==> config.mk <==
export PLATFORM = sky130hd
export DESIGN_NAME = led_pwm_gen
export DESIGN_NICKNAME = d
export VERILOG_FILES = /design/src/rtl/led_pwm_gen.sv
export SDC_FILE = /design/constraint.sdc
export NUM_CORES = 1
export LEC_CHECK = 0
export BUFFER_PORTS_ARGS = -buffer_cell sky130_fd_sc_hd__buf_2
export CAP_MARGIN = 5
export CORE_MARGIN = 5
export CORE_UTILIZATION = 40
export CTS_BUF_LIST = sky130_fd_sc_hd__clkbuf_8
export DETAILED_ROUTE_END_ITERATION = 6
export PLACE_DENSITY_LB_ADDON = 0.15
export SLEW_MARGIN = 20
export SYNTH_ARGS = -nofsm -noshare
export SYNTH_HDL_FRONTEND = slang
export SYNTH_SLANG_ARGS = --single-unit
==> constraint.sdc <==
create_clock -name pwm_clk -period 2 [get_ports pwm_clk]
set_input_delay 0.1 -clock pwm_clk [delete_from_list [all_inputs] [get_ports pwm_clk]]
set_output_delay 0.1 -clock pwm_clk [all_outputs]
set_load 0.01 [all_outputs]
==> src/rtl/led_pwm_gen.sv <==
// LED PWM generator: prescaled phase counter compared against a shadow duty register.
// Latency: pwm_out/period_start are registered, one cycle behind the phase/duty registers.
// Backpressure: none; free-running stream, duty_in sampled only on the period wrap cycle.
//
// Ports:
//   pwm_clk       single clock, all state on rising edge
//   reset_n       asynchronous active-low reset
//   duty_in       requested duty (0 = off, PERIOD = always on), sampled at wrap
//   enable        0 forces pwm_out low while counters keep running
//   pwm_out       registered PWM output
//   period_start  registered one-cycle pulse on the first cycle of each period
//   duty_applied  duty currently in effect (shadow register)
module led_pwm_gen #(
    parameter int DUTY_W   = 4,
    parameter int PRESCALE = 4,
    parameter bit FADE_EN  = 1'b0
) (
    input  logic              pwm_clk,
    input  logic              reset_n,
    input  logic [DUTY_W-1:0] duty_in,
    input  logic              enable,
    output logic              pwm_out,
    output logic              period_start,
    output logic [DUTY_W-1:0] duty_applied
);

    localparam int PERIOD = (1 << DUTY_W) - 1;
    // Keep the prescaler at least one bit wide so PRESCALE=1 still elaborates.
    localparam int PW = (PRESCALE > 1) ? $clog2(PRESCALE) : 1;
    localparam logic [PW-1:0]     PRESC_LAST = PW'(PRESCALE - 1);
    localparam logic [DUTY_W-1:0] PHASE_LAST = DUTY_W'(PERIOD - 1);

    logic [PW-1:0]     presc_cnt;
    logic [DUTY_W-1:0] phase;
    logic [DUTY_W-1:0] duty_next;
    logic              tick;
    logic              wrap;

    assign tick = (presc_cnt == PRESC_LAST);
    assign wrap = tick && (phase == PHASE_LAST);

    // Value loaded into the shadow register at the next wrap. In fade mode the
    // step is a single count toward duty_in, so it can neither overshoot nor
    // leave the DUTY_W range.
    always_comb begin
        duty_next = duty_in;
        if (FADE_EN) begin
            duty_next = duty_applied;
            if (duty_in > duty_applied) begin
                duty_next = duty_applied + DUTY_W'(1);
            end else if (duty_in < duty_applied) begin
                duty_next = duty_applied - DUTY_W'(1);
            end
        end
    end

    always_ff @(posedge pwm_clk or negedge reset_n) begin
        if (!reset_n) begin
            presc_cnt    <= '0;
            phase        <= '0;
            duty_applied <= '0;
            pwm_out      <= 1'b0;
            period_start <= 1'b0;
        end else begin
            // With PRESCALE=1 tick is permanently high and presc_cnt stays 0.
            presc_cnt <= tick ? '0 : presc_cnt + PW'(1);

            if (tick) begin
                phase <= (phase == PHASE_LAST) ? '0 : phase + DUTY_W'(1);
            end

            if (wrap) begin
                duty_applied <= duty_next;
            end

            period_start <= wrap;
            // Compares the current (pre-update) phase and duty; on a wrap the
            // old duty still governs the last phase of the ending period.
            pwm_out      <= enable && (phase < duty_applied);
        end
    end

endmodule

# --- Word-level counts from Yosys, hierarchy flattened ---
# Cells that the tools add are included.
totals:
  register_bits: 12
  in_bits: 7
  out_inout_bits: 6
  wordCells: 14
classes:
  n_addsub: 2
  n_lt_le_gt_ge: 1
  n_eq_ne: 2
  n_mux: 2
  n_reduce_logical: 2
ops:
  columns: ["cell", "count"]
  rows:
  - ["4-bit by 1-bit adder with 4-bit output (second input constant)", 1]
  - ["4-bit equality test (second input constant)", 1]
  - ["4-bit less-than comparator", 1]
  - ["4-bit 2-to-1 mux", 1]
  - ["2-bit by 1-bit adder with 2-bit output (second input constant)", 1]
  - ["2-bit equality test (second input constant)", 1]
  - ["1-bit logical AND", 2]
  - ["2-bit 2-to-1 mux", 1]

# --- Depth between registers and ports, before layout ---
# Gate-level depths: netlist of run 1.
logic_depth:
  ltp_word: 2
  depth_mapped: 5
  depth_no_buf: 5

# --- Worst setup path after synthesis of run 1 ---
# No wires, ideal clock.
synth_path:
  kind: "register to register"
  start: "register presc_cnt[0]"
  end: "register duty_applied[0]"
  setup_time_ns: 0.125
  t_arrival_ns: 1.202
  required_ns: 1.875
  path_slack_ns: 0.674
  stages_incl_launch_ff: 5
  n_path_buf: 0
  synth_period_minus_slack_ns: 1.326
  path_cell_list: "dfrtp_1 ha_1 nand4_2 nor2_4 mux2_2"
synth_via:
  elab_chain_len: 2
synth_lines:
  columns: ["item", "line_no", "rtl"]
  rows:
  - ["from (decl)", "33", "logic [PW-1:0] presc_cnt;"]
  - ["from (signal assigned)", "66", "presc_cnt <= tick ? '0 : presc_cnt + PW'(1);"]
  - ["2-bit equality test", "39", "assign tick = (presc_cnt == PRESC_LAST);"]
  - ["1-bit logical AND", "40", "assign wrap = tick && (phase == PHASE_LAST);"]
  - ["net wrap", "37", "logic wrap;"]
  - ["to (signal assigned)", "73", "duty_applied <= duty_next;"]
  - ["to (decl)", "24", "output logic [DUTY_W-1:0] duty_applied"]
# The timed path passes the listed nets, and every way through them passes these cells.
# A chain may end at the register's enable or synchronous reset.

# --- Worst setup path after layout of run 1 ---
layout_path:
  start: "register presc_cnt[0]"
  end: "register duty_applied[2]"
# Same word-level chain as after synthesis.

==> results of run 1 <==
[per-stage QoR]
stage               utilization, %  cell area, um^2  instances
floorplan                        -            551.8         47
global placement             48.08            625.6         73
detailed placement           48.08            625.6         73
CTS                          53.08            690.7         78
global route                 53.08            690.7         78
finish                       53.08            690.7         78
[cells in the mapped netlist, drive strengths merged]
| cell type | number | area, um^2 |
|---|---|---|
| a21o | 1 | 7.510 |
| a21oi | 1 | 5.000 |
| a31oi | 2 | 12.51 |
| clkbuf | 1 | 5.000 |
| dfrtp | 12 | 300.3 |
| ha | 4 | 50.05 |
| inv | 4 | 15.01 |
| mux2 | 5 | 56.30 |
| nand2 | 4 | 15.01 |
| nand2b | 2 | 12.51 |
| nand3 | 2 | 10.01 |
| nand3b | 1 | 7.510 |
| nand4 | 1 | 12.51 |
| nor2 | 2 | 15.01 |
| o211ai | 1 | 7.510 |
| o21ai | 4 | 20.02 |
[timing repair]
item / 4_1_cts / 5_1_grt
hold buffers: 1 / 0
gates resized for setup: 0 / 0
hold endpoints to repair: 12 / 0
[layer usage]
layer  up-vias  wire length (um)  GRT usage (%)
met3         0                59          4.981
met4         0                 0          6.630
met1       181               446          14.25
met5         -                 0              0
li1        195                 -              -
met2         8               478          16.26
[cell type report]
| type | instances | area share (%) |
|---|---|---|
| well taps | 15 | 2.717 |
| inverters | 4 | 2.174 |
| flip-flops and latches | 12 | 43.48 |
| clock buffers | 4 | 7.971 |
| repair buffers | 13 | 10.14 |
| multi-input cells | 30 | 33.51 |
[power groups by stage]
stage / Sequential, mW / Combinational [mW] / Clock (mW)
6_report: 0.243 / 0.0113 / 0.264
5_1_grt: 0.243 / 0.0132 / 0.282
4_1_cts: 0.243 / 0.0120 / 0.271
3_5_place_dp: 0.247 / 0.0104 / 0
3_3_place_gp: 0.247 / 0.0104 / 0
2_1_floorplan: 0.247 / 0.0000740 / 0
[worst max-delay path: stages (launching register included)]
cell and delay, ps:
dfrtp_1 340, ha_1 290, nand4_2 160, nor2_4 180, mux2_2 360
[sequential cells by signal, summed over array words and instances (netlist names)]
name	cells
period_start	1
phase	4
presc_cnt	2
pwm_out	1
duty_applied	4
[final timing paths]
kind | to | slack (ps) | cells after the start
worst min-delay path | duty_applied[1]$_DFFE_PN0P_ | 90 | 2
worst max register to register | duty_applied[2]$_DFFE_PN0P_ | 560 | 4
worst max-delay path | duty_applied[2]$_DFFE_PN0P_ | 560 | 4
worst min register to register | presc_cnt[0]$_DFF_PN0_ | 420 | 1
min in group asynchronous | phase[3]$_DFFE_PN0N_ | 260 | 2
max in group asynchronous | duty_applied[0]$_DFFE_PN0P_ | 1530 | 2
[kinds of logic (layout without fill, tap and decap cells)]
group | after synthesis | in the layout | share of synthesized area (%)
AO/OA/AOI/OAI | 9 | 9 | 9.524
adder cells (fa/ha/maj) | 4 | 4 | 9.071
buffers and inverters | 5 | 21 | 3.626
flip-flops | 12 | 12 | 54.42
multiplexers | 5 | 5 | 10.20
AND/OR/NAND/NOR | 12 | 12 | 13.15
==> key figures, run 1 <==
Synthesis
  – Synthesis Warnings: 0
  – Syn nets: between 50 and 60
  – #FFs+latches synth: 12
  – Post-synthesis cell type count: 17
  – Post-Syn Area per Cell: between 10 and 15 um^2
  – Sequential share of the synthesized area: between 50% and 60%
  – Post-Syn Area: approximately 550 um^2
  – Mapped Cells: between 40 and 50

Route
  – ANT nets after route: 0
  – Routed len/inst: ~13 um
  – DR vias: 384
  – DR iter-0 viols: 5
  – Drt first pass iters: 4
  – Drt drc: 0
  – Post-Route WL: 984 um
  – Vias/cell: ~4.9

Pwr
  – Net Sw Frac: between 10% and 20%
  – Power Density: ~750 mW/mm^2
  – Psw: 0.09584 mW
  – Internal power: 0.4224 mW
  – Clock power frac: 50.9%
  – Final Total Pwr: 0.5182 mW
  – Seq pwr share: between 40% and 50%
  – VDD IR-drop max: between 0.0004 and 0.0005 V
  – Leakage: ~0.34 nW
  – Gate power share: under 10%

Placement
  – DP HPWL: 742.1 um
  – Port Buffers: 12
  – Gpl congestion: between 0.6 and 0.7
  – Pre-CTS WS: 563.5 ps

Clocking
  – Postcts setup bufs: 0
  – Root Driver: clkbuf_8
  – CTS clk-pin slew, worst paths: roughly 50 ps
  – Clk Latency, worst-skew pair: between 200 and 250 ps
  – Clk sinks: 12
  – CTS buffer count: 3
  – H-tree levels: 1
  – CTS tree: yes
  – Largest buffer count on any clock path: 2

Hold path
  – Min-delay src: duty_in[1]
  – Worst min path class: in -> reg

Run status
  – Status: complete, no violations

Worst setup path
  – Arrival @ worst endpoint: 1560 ps
  – Worst Setup SP: presc_cnt[0]$_DFF_PN0_
  – CP Class: reg -> reg
  – CP endpoint kind: flop
  – Worst Path Required: between 2000 and 2500 ps
  – CP Max Fanout: 7
  – RR Startpoint: presc_cnt[0]$_DFF_PN0_
  – Nature of the critical path startpoint: flop

STA
  – Hold_ws: between 80 and 90 ps
  – Shortest period the worst path allows: 1439 ps
  – Worst slew pin tran: roughly 280 ps
  – Hold Vio Cnt, Final: 0
  – Tcrit/Tclk final: 71.97%
  – RSZ-0062 raised after global routing: false
  – Clock Skew: roughly 0.37 ps
  – Final Setup Violations: 0
  – Fin. max-slew vios: 0
  – Worst setup margin: between 500 and 600 ps
  – Worst slew margin: ~80%
  – Fmax: 694.8 MHz
  – TNS Setup: 0 ps

Global routing
  – First-pass GRT wire length: between 1500 and 2000 um
  – GRT overflow: 0
  – Largest net degree at the start of global routing: 13
  – Vias in the first global route: 380
  – Total GRT Usage: 11.40%
  – Initial antenna violation count: 0

Cells and area
  – Multi-input combinational cell area: approximately 230 um^2
  – Layout cell share with drive strength beyond 1: a little over a third
  – Antenna cells: 0
  – Layout area overhead: 25.17%
  – Fillers: 120
  – Nets: 75
  – Most frequent cells in the layout: 12 x dfrtp_1, 12 x buf_2, 5 x mux2_2
  – Sequential cell area: roughly 300 um^2

Job
  – Maxcap violations: 0

Die
  – Starting density of the core: a little over two fifths
  – Num ports: 13
  – Die Ht: 47.14 um
  – Area of the core: 0.001301 mm^2
  – Std-Cell Rows: 13
  – Die span in x: approximately 47 um
  – Die area: roughly 0.0022 mm^2
Note: power is estimated with default switching activity, not from simulation.
==> run 2, diff against run 1 <==
- ABC_AREA: unset -> 1
- clock period: 2 -> 1.2 ns (I/O delays scaled with it)
==> run 2 against run 1 <==
  * Sequential share of layout area is 2.2 points lower
  * Final cell count is 26% higher
  * First-iteration DRC count is 40% lower
  * Global-route usage is 0.52 points higher
  * Synthesized cell count is 40% higher
  * Die area is 3.7% higher
  * Hold slack worse by 72 ps
  * Via count is 18% higher
  * Register-to-register slack worse by 470 ps
  * Sequential power is 67% higher
  * Critical endpoint is now phase[3]$_DFFE_PN0N_
  * Area after synthesis is 4.8% higher
==> key figures, run 2 <==
Worst setup path
  – CP Max Fanout: 5
  – CP Class: reg -> reg
  – Worst path cell trace: ha_4, nand2_2, inv_2, nand3_2, or2_0, nand2_1
  – CP endpoint kind: flop
  – Critical path's slowest cell: dfrtp_1
  – Largest stage delay on the critical path: about 390 ps
  – Nature of the critical path startpoint: flop
  – Arrival @ worst endpoint: 1280 ps
  – Worst Path Required: 1380 ps

Route
  – ANT nets after route: 0
  – Drt drc: 0
  – Post-Route WL: just over 1000 um
  – DR vias: 453
  – DR iter-0 viols: 3
  – Routed len/inst: around 11 um
  – Vias/cell: between 4 and 5
  – Drt first pass iters: 2

Cells and area
  – Nets: 96
  – Top Registers: duty_applied x4, phase x4, presc_cnt x2
  – Antenna cells: 0
  – Sequential cell area: around 300 um^2
  – Layout area overhead: 25.97%
  – Finished Core Util: between 50% and 60%
  – Fillers: ~130
  – Multi-input combinational cell area: approximately 240 um^2
  – Most common cell after layout, fill and taps aside: nand2_1
  – Final Cell Area: 728.2 um^2
  – Most frequent cells in the layout: 22 x nand2_1, 12 x dfrtp_1, 12 x buf_2
  – Layout cell share with drive strength beyond 1: between 20% and 30%

Global routing
  – Grt met1 use: between 10 and 15%
  – Met2 usage: around 18%
  – GRT overflow: 0
  – First-pass GRT wire length: 1814 um
  – Largest net degree at the start of global routing: 13
  – Met3 usage: approximately 3.4%
  – Total GRT Usage: roughly an eighth
  – Top Usage Layer GRT: met2
  – Vias in the first global route: approximately 420
  – Initial antenna violation count: 0

Synthesis
  – Post-synthesis cell type count: 15
  – Share of the synthesized area in the top cell type: about 52%
  – Synth Flop Type: dfrtp_1
  – Synthesis Warnings: 0
  – Mapped Cells: between 60 and 70
  – Post-Syn Area: between 500 and 600 um^2
  – #FFs+latches synth: 12
  – Area leader, netlist: dfrtp_1
  – Post-synth EDFFs: 0
  – Post-Syn Area per Cell: roughly 9 um^2
  – Sequential share of the synthesized area: about half
  – Most frequent cells after synthesis: 22 x nand2_1, 12 x dfrtp_1, 12 x inv_1, 4 x ha_1, 4 x nor2_1
  – Asr flop ratio synth: between 90% and 100%
  – Syn nets: 77
  – Top-count cell post-synth: nand2_1
  – Area contributors post-synth: dfrtp_1 52%, nand2_1 14%, ha_1 8.7%, inv_1 7.8%, nand4_4 3.7%

Clocking
  – Root Driver: clkbuf_8
  – Clk Latency, worst-skew pair: between 200 and 250 ps
  – CTS tree: yes
  – CTS buffer count: 3
  – H-tree levels: 1
  – Clk sinks: 12
  – Postcts setup bufs: 0
  – CTS clk-pin slew, worst paths: about 50 ps
  – Largest buffer count on any clock path: 2

Pwr
  – Leakage: between 0.4 and 0.5 nW
  – VDD IR-drop max: ~0.00056 V
  – Power Density: about 1100 mW/mm^2
  – Gate power share: 2.9%
  – Psw: between 0.15 and 0.2 mW
  – Net Sw Frac: a little under a fifth
  – Clock power frac: around 46%
  – Internal power: ~0.64 mW
  – Seq pwr share: slightly above 50%
  – Final Total Pwr: just under 0.8 mW

STA
  – Hold Vio Cnt, Final: 0
  – Final Setup Violations: 0
  – Clock Skew: roughly 0.22 ps
  – RSZ-0062 raised after global routing: false
  – Tcrit/Tclk final: 92.26%
  – TNS Setup: 0 ps
  – Worst slew margin: approximately four fifths
  – Fmax: 903.2 MHz
  – Worst slew pin tran: roughly 280 ps
  – Fin. max-slew vios: 0
  – Shortest period the worst path allows: approximately 1100 ps

Job
  – Maxcap violations: 0

Placement
  – Placed cell area: approximately 660 um^2
  – DP HPWL: ~790 um
  – Port Buffers: 12
  – Gpl congestion: 0.6766

Die
  – Die area: 0.002305 mm^2
  – Die Ht: between 40 and 50 um
  – Area of the core: ~0.0013 mm^2
  – Num ports: 13
  – Std-Cell Rows: 13
  – Die span in x: 48.02 um
  – Starting density of the core: 43.34%

Run status
  – Status: complete, no violations

Hold path
  – Worst min path class: in -> reg
## run 2: cell types whose count changed after synthesis, moves of 2 or more
cell and change:
nand2_1 +18, mux2_2 -5, o21ai_0 -3, nor2_1 +3
nor3_1 +2, a31oi_1 -2, inv_1 +8, nand2b_1 -2
## run 2: power by group through the flow
stage	logic (mW)	registers, mW	clock network (mW)
finish	0.0229	0.407	0.359
global route	0.0267	0.407	0.393
CTS	0.0240	0.407	0.373
detailed placement	0.0215	0.414	0
global placement	0.0211	0.414	0
floorplan	0.00133	0.415	0
## run 2: worst paths after layout
kind / start / endpoint / slack [ps] / depth (start not counted)
worst min register to register: presc_cnt[0]$_DFF_PN0_ / presc_cnt[0]$_DFF_PN0_ / 480 / 1
min in group asynchronous: reset_n / pwm_out$_DFF_PN0_ / 230 / 2
worst max-delay path: presc_cnt[0]$_DFF_PN0_ / phase[3]$_DFFE_PN0N_ / 90 / 6
max in group asynchronous: reset_n / phase[0]$_DFFE_PN0N_ / 750 / 2
worst max register to register: presc_cnt[0]$_DFF_PN0_ / phase[3]$_DFFE_PN0N_ / 90 / 6
worst min-delay path: duty_in[1] / duty_applied[1]$_DFFE_PN0P_ / 20 / 3
## run 2: area by class of cell
type	count	area share [%]
multi-input combinational	41	33.16
tap	15	2.577
sequential	12	41.24
timing repair buffer	14	10.65
clock buffer	3	5.670
inverter	13	6.701
## run 2: cells by family after synthesis
kind of cell,after synthesis,share of synthesized area (%)
AOI/OAI and AO/OA,3,3.029
adders and majority gates,4,8.658
buffers and inverters,13,8.440
DFF,12,51.95
and+or+nand+nor,34,27.92
## run 2: per-stage QoR
step | worst slack, ps | cells | hold slack (ps)
6_report | 92.88 | 98 | 17.86
4_1_cts | 47.14 | 98 | 13.62
5_1_grt | 10.70 | 98 | 29.78
3_5_place_dp | -3.146 | 94 | -41.81
2_1_floorplan | 77.83 | 66 | -235.6
3_3_place_gp | 51.25 | 94 | -44.54
## run 2: critical path, delay by kind of cell, from the launching register on
kind	cells	cell delay, ps
buf+inv	1	70
flops	1	390
simple gates	4	400
fa+ha+maj	1	190
## run 2: repair_timing
item                                    in CTS  in global routing
endpoints found under the hold margin       12                  0
gates cloned                                 0                  0
hold buffers                                 1                  0
resized for setup                            1                  2
endpoints found under the setup margin       2                  5
## run 2: metal layers
metal  wire length (um)  vias up  share of wire, %
met4                 31        0               3.0
met2                448       10                43
met1                501      202                48
met5                  0        -                 0
met3                 56        5               5.4
li1                   -      236                 -
